[src/rtl/sipo_collect_pkg.sv]
// Shared sizing for the serial-in/parallel-out frame collector.
// Holds the default lane count, the half-word width and the
// counter width derived from the lane count.
package sipo_collect_pkg;

  localparam int SIPO_PE_NUM     = 8;
  localparam int SIPO_DATA_WIDTH = 16;
  localparam int SIPO_CNT_W      = $clog2(SIPO_PE_NUM);

  // Counter width for an arbitrary lane count, never narrower than one bit
  function automatic int sipoCntWidth(input int peNum);
    return (peNum > 1) ? $clog2(peNum) : 1;
  endfunction

endpackage

[src/rtl/sipo_collect.sv]
// Serial-in to parallel-out collector.
// Gathers PE_NUM serial words into a frame and presents the frame to the
// PE array through a valid/ready pair. The frame sits in its own output
// register, so the next frame can be collected while this one waits.
module sipo_collect
  import sipo_collect_pkg::*;
#(
  parameter int PE_NUM     = SIPO_PE_NUM,
  parameter int DATA_WIDTH = SIPO_DATA_WIDTH
) (
  input  logic                             clk,
  input  logic                             rst,
  input  logic                             s_in_v,
  input  logic [DATA_WIDTH*2-1:0]          s_in,
  output logic                             s_in_rdy,
  output logic                             p_out_v,
  output logic [PE_NUM*DATA_WIDTH*2-1:0]   p_out,
  input  logic                             p_out_rdy
);

  localparam int W     = DATA_WIDTH * 2;
  localparam int FW    = PE_NUM * W;
  localparam int CNT_W = sipoCntWidth(PE_NUM);
  localparam logic [CNT_W-1:0] LAST_IDX = CNT_W'(PE_NUM - 1);

  // The final lane is never stored; it goes straight into the output frame
  logic [W-1:0]     lane_q [PE_NUM-1];
  logic [W-1:0]     lane_d [PE_NUM-1];
  logic [CNT_W-1:0] cnt_q, cnt_d;
  logic             pOutV_q, pOutV_d;
  logic [FW-1:0]    pOut_q, pOut_d;

  logic lastWord;
  logic wordXfer;
  logic frameDone;

  // Ready depends only on the collect position and the output handshake,
  // never on s_in_v; stall only when the completing word has nowhere to go
  always_comb begin
    lastWord  = (cnt_q == LAST_IDX);
    s_in_rdy  = !rst && !(lastWord && pOutV_q && !p_out_rdy);
    wordXfer  = s_in_v && s_in_rdy;
    frameDone = wordXfer && lastWord;
  end

  // Next-state: collect lanes, wrap the counter and load the output frame
  always_comb begin
    cnt_d   = cnt_q;
    pOutV_d = pOutV_q;
    pOut_d  = pOut_q;
    for (int i = 0; i < PE_NUM - 1; i++) begin
      lane_d[i] = lane_q[i];
    end

    if (wordXfer) begin
      if (lastWord) begin
        cnt_d = '0;
      end else begin
        cnt_d = cnt_q + CNT_W'(1);
        for (int i = 0; i < PE_NUM - 1; i++) begin
          if (cnt_q == CNT_W'(i)) begin
            lane_d[i] = s_in;
          end
        end
      end
    end

    if (frameDone) begin
      for (int i = 0; i < PE_NUM - 1; i++) begin
        pOut_d[i*W +: W] = lane_q[i];
      end
      pOut_d[(PE_NUM-1)*W +: W] = s_in;
      pOutV_d = 1'b1;
    end else if (pOutV_q && p_out_rdy) begin
      pOutV_d = 1'b0;
    end
  end

  // State registers; reset discards any partial frame and the held frame
  always_ff @(posedge clk) begin
    if (rst) begin
      cnt_q   <= '0;
      pOutV_q <= 1'b0;
      pOut_q  <= '0;
      for (int i = 0; i < PE_NUM - 1; i++) begin
        lane_q[i] <= '0;
      end
    end else begin
      cnt_q   <= cnt_d;
      pOutV_q <= pOutV_d;
      pOut_q  <= pOut_d;
      for (int i = 0; i < PE_NUM - 1; i++) begin
        lane_q[i] <= lane_d[i];
      end
    end
  end

  assign p_out_v = pOutV_q;
  assign p_out   = pOut_q;

endmodule

[config.mk]
export PLATFORM = sky130hd
export DESIGN_NAME = sipo_collect
export DESIGN_NICKNAME = d
export VERILOG_FILES = /design/src/rtl/sipo_collect_pkg.sv /design/src/rtl/sipo_collect.sv
export SDC_FILE = /design/constraint.sdc
export NUM_CORES = 1
export LEC_CHECK = 0
export CORE_AREA = 5 5 250 252
export DETAILED_ROUTE_END_ITERATION = 6
export DIE_AREA = 0 0 255 257
export PLACE_DENSITY = 0.57
export SYNTH_ARGS = -nofsm -noshare
export SYNTH_HDL_FRONTEND = slang
export SYNTH_SLANG_ARGS = --single-unit
[constraint.sdc]
create_clock -name clk -period 2.4 [get_ports clk]
set_clock_uncertainty 0.1 [all_clocks]
set_input_delay 0.24 -clock clk [delete_from_list [all_inputs] [get_ports clk]]
set_output_delay 0.24 -clock clk [all_outputs]
set_load 0.02 [all_outputs]
After elaboration in Yosys (flattened, before gate mapping)
Memories as Yosys holds them, arrays and structs flattened.
Cells that the tools add are included.

storage, ports and cells
  input port bits = 36
  memories kept = 1
  output and inout bits = 258
  register bits after elaboration = 260
  word-level logic and storage cells = 52
  RAM bits = 224

memory list
  memory  words  width  read ports  clocked after memory_dff  wr ports  line                source
  lane_q  7      32     7           0                         7         sipo_collect.sv:27  logic [W-1:0] lane_q [PE_NUM-1];

operators by class
  reduce and logical (&&, ||, !) cells = 11
  equality and inequality tests = 7
  bitwise operators = 7
  muxes and demuxes = 22
  add/subtract/negate cells = 1

operators by type and width
  cell                 number
  $mux 224             2
  $mux 32              14
  $eq 3x3->1 const B   4
  $or 1x1->1           7
  $eq 3x2->1 const B   2
  $logic_and 1x1->1    6
  $mux 1               5
  $add 3x1->3 const B  1
  $eq 3x1->1 const B   1
  $logic_not 1->1      3
  $logic_not 3->1      1
  $mux 3               1
  $reduce_bool 2->1    1

Longest topological paths before layout
  word-level depth = 8
  depth in mapped cells = 7
  mapped depth without buffers = 5

Worst setup path before layout
OpenSTA, ideal clock, no wires.

  kind = register -> register
  start point = reg cnt_q[0]
  end point = reg pOut_q[123], in the netlist p_out[123] (read register of lane_q)
  data required time = 2.177 ns
  data arrival time = 1.616 ns
  clock period less this slack = 1.840 ns
  path buffers = 3
  slack = 0.560 ns
  library setup time = 0.123 ns
  cell stages (with the launch flop) = 8
  cells stage by stage = dfxtp_1 > ha_1 > ha_1 > nand4b_1 > buf_2 > buf_6 > buf_6 > mux2_1

on the way
  word-level cells in the longest chain between the ends = 7

RTL lines
  item                             line                source
  start, declared                  sipo_collect.sv:29  logic [CNT_W-1:0] cnt_q, cnt_d;
  start signal, assigned           sipo_collect.sv:89  cnt_q <= cnt_d;
  $eq 3x3->1 (*)                   sipo_collect.sv:40  lastWord = (cnt_q == LAST_IDX);
  $logic_and 1x1->1 (2 in series)  sipo_collect.sv:41  s_in_rdy = !rst && !(lastWord && pOutV_q && !p_out_rdy);
  $logic_not 1->1                  sipo_collect.sv:41
  $logic_and 1x1->1                sipo_collect.sv:41
  $logic_and 1x1->1                sipo_collect.sv:42  wordXfer = s_in_v && s_in_rdy;
  $logic_and 1x1->1 (*)            sipo_collect.sv:43  frameDone = wordXfer && lastWord;
  end, declared                    sipo_collect.sv:31  logic [FW-1:0] pOut_q, pOut_d;

Every way passes the cells marked *; elsewhere a longest branch is shown, timed or not.
A chain may end at the register's enable or synchronous reset.

Final worst setup path
  start point = reg cnt_q[1]
  end point = out s_in_rdy

on the way
  word-level cells in the longest chain between the ends = 5

RTL lines
  item                             line                source
  $eq 3x3->1                       sipo_collect.sv:40
  $logic_and 1x1->1 (2 in series)  sipo_collect.sv:41
  $logic_not 1->1                  sipo_collect.sv:41
  $logic_and 1x1->1                sipo_collect.sv:41
  end, declared                    sipo_collect.sv:15  output logic s_in_rdy,

Every way passes these cells.

==> out/metrics.yaml <==
run_status:
  status: "completed"
place:
  gp_congestion: 0.742
  place_area_um2: 22200
  dp_cells: 2656
  hpwl_um: 32700
  port_buffers: 293
floorplan:
  die-area_um2: 65500
  die_x_um: 255
  io_pins: 294
  die_y_um: 257
  coreArea_um2: 59900
  start_util_pct: 30.7
  fp-row-count: 90
logic_synthesis:
  avgSynthCellArea_um2: 11.1
  yosys_warnings: 0
  muxShareOfSynthArea_pct: 24.6
  ys_seq_area_share_pct: 52.7
  synth.top_cell.area_share_pct: 52.7
  synth_seq_cells: 484
  synthAdderAreaFrac_pct: 0.408
  synth-xor-area-share_pct: 0
  synthCells: 1651
  synth.largest_area_cell: "dfxtp_1"
  synthFlopType: "dfxtp_1"
  synth_edf_count: 0
  synth.area.top_cells: "dfxtp_1 53%, mux2i_1 23%, nand2b_1 14%"
  ys_async_sr_fraction_pct: 0
  syn_area_um2: 18400
  syn-num-nets: 1693
  synth-simple-area-share_pct: 17.4
  ys_types: 26
  synth_top_family_by_area: "multiplexers"
  synth_compound_area_share_pct: 1.05
critical_path:
  crit_path_max_fanout: 4
  crit_arrival_ns: 1.87
  endpoint_kind: "output pin"
  required_ns: 2.06
  start_kind: "register"
  critical_path_class: "register to output pin"
route:
  drt-vias-per-instance: 4.41
  wl_per_cell_um: 17.9
  drtIter0Drc: 547
  vias: 12100
  ant_nets: 0
  drc: 0
  wl_um: 49200
  drt_pass1_iterations: 6
power:
  powerDensity_nw_per_um2: 720
  seqPwrFrac_pct: 47.4
  internal_power_w: 0.0136
  peakVddDrop_v: 0.000433
  p_sw_w: 0.00364
  p_total_w: 0.0173
  pwr-share-clk_pct: 48.9
  p_leak_nw: 11.3
  pwr-share-comb_pct: 3.8
  sw_frac_of_total_pct: 21.1
layout:
  multiInputGateArea_um2: 8010
  fillCellCount: 5753
  layout_common_cells: "483 x dfxtp_1, 417 x nand2b_1, 416 x mux2i_1"
  syn_to_final_growth_pct: 30.5
  stdcell_area_um2: 24000
  nNetsFinal: 1971
  final_cells: 2748
  layout-drive-gt1-share_pct: 8.29
  ff_latch_area_um2: 9690
  diodes: 0
  layout_commonest_cell: "dfxtp_1"
global_routing:
  antenna_found_initial: 1
  grt_pass1_vias: 12700
  gr-total-overflow: 0
  grt_pass1_wl_um: 75400
  grt_max_degree: 198
  track_usage_pct: 14.5
timing:
  worst_pin_slew_ns: 0.807
  finalSetupTns_ns: 0
  drv_slew: 0
  min_period_ns: 2.21
  fin_hold_ws_ns: 0.144
  rsz0062_at_grt: "no"
  relSlewSlack_pct: 46.2
  fin_crit_sh_pct: 92.0
  finalHoldViolCount: 0
  setup_viol: 0
  max_freq_mhz: 453
cts:
  cts-buffers-inserted: 52
  clock-sinks: 484
  root_buffer: "clkbuf_16"
  htree_levels: 2
  clockBufferDepth: 3
  cts_tree: "built"
  clk_latency_ns: 0.57
  path_clk_slew_ns: 0.06
  post_cts_buffers: 0
hold_path:
  hp-class: "input pin to register"
flow_run:
  max_cap_viol_count: 0
-- critical path, stage by stage (launching register included) --
cell and delay [ns]:
dfxtp_1 0.36, ha_1 0.20, ha_2 0.21, nand3b_1 0.16
nor2b_1 0.18, buf_2 0.18
-- power groups by stage --
stage                     clock network, W  registers (W)  logic, W
after global routing               0.00900        0.00818  0.000702
final                              0.00844        0.00818  0.000648
after CTS                          0.00871        0.00818  0.000662
after global placement                   0        0.00835  0.000653
after floorplan                          0        0.00835  0.000420
after detailed placement                 0        0.00836  0.000659
-- cells in the mapped netlist (2+ instances only) --
master / number
buf_2: 35
nand2_2: 2
nand2_1: 68
nand4bb_1: 2
clkbuf_1: 51
nor2b_1: 33
buf_6: 8
o31ai_1: 2
ha_1: 6
inv_1: 35
and4bb_2: 3
mux2_1: 5
buf_4: 15
mux2_2: 27
mux2i_1: 416
nand2b_1: 417
a21oi_1: 34
dfxtp_1: 484
-- kinds of logic (layout without fill, tap and decap cells) --
family,Yosys count,count (layout)
DFF,484,484
AOI/OAI and AO/OA,37,37
adders and majority gates,6,6
buffers and inverters,145,460
muxes,448,448
and+or+nand+nor,531,531
-- metrics by stage --
| step | setup WS (ns) | util [%] |
|---|---|---|
| CTS | 0.0771 | 40.0 |
| floorplan | 0.560 | - |
| global placement | 0.207 | 37.0 |
| detailed placement | 0.180 | 37.0 |
| finish | 0.193 | 40.1 |
| global route | 0.0564 | 40.1 |
-- timing repair --
| item | in CTS | in global routing |
|---|---|---|
| endpoints found under the hold margin | 7 | 0 |
| pin swaps | 0 | 1 |
| endpoints found under the setup margin | 1 | 1 |
| hold buffers | 1 | 0 |
| gates resized for setup | 5 | 2 |
-- sequential cells by signal (all words and copies together) (netlist names) --
signal and count:
p_out 256, p_out_v 1, cnt_q 3, lane_q 224
-- per-layer routing --
metal / routed length, µm / part of all wire [%] / GRT usage, % / up-vias
met2: 23500 / 48 / 24.4 / 237
met4: 918 / 1.9 / 3.37 / 2
met1: 22600 / 46 / 19.1 / 5810
met5: 13 / 0.026 / 0 / -
met3: 2240 / 4.6 / 2.99 / 70
li1: - / - / - / 6003
-- path summary, 6_finish.rpt --
path	slack, ns	depth (start not counted)	from	endpoint
worst min register to register	0.35	2	lane_q[3][16]	lane_q[3][16]
worst max-delay path	0.19	5	cnt_q[1]	s_in_rdy
worst min-delay path	0.14	3	s_in[17]	lane_q[3][17]
worst max register to register	0.25	7	cnt_q[1]	lane_q[4][1]
-- layout make-up --
cell class | count | area share (%)
Inverter | 35 | 0.548
Tap cell | 782 | 4.08
Clock inverter | 18 | 1.26
Timing Repair Buffer | 334 | 14.1
Sequential cell | 484 | 40.4
Multi-Input combinational cell | 1022 | 33.4
Clock buffer | 73 | 6.26
(Power assumes the default switching activity.)
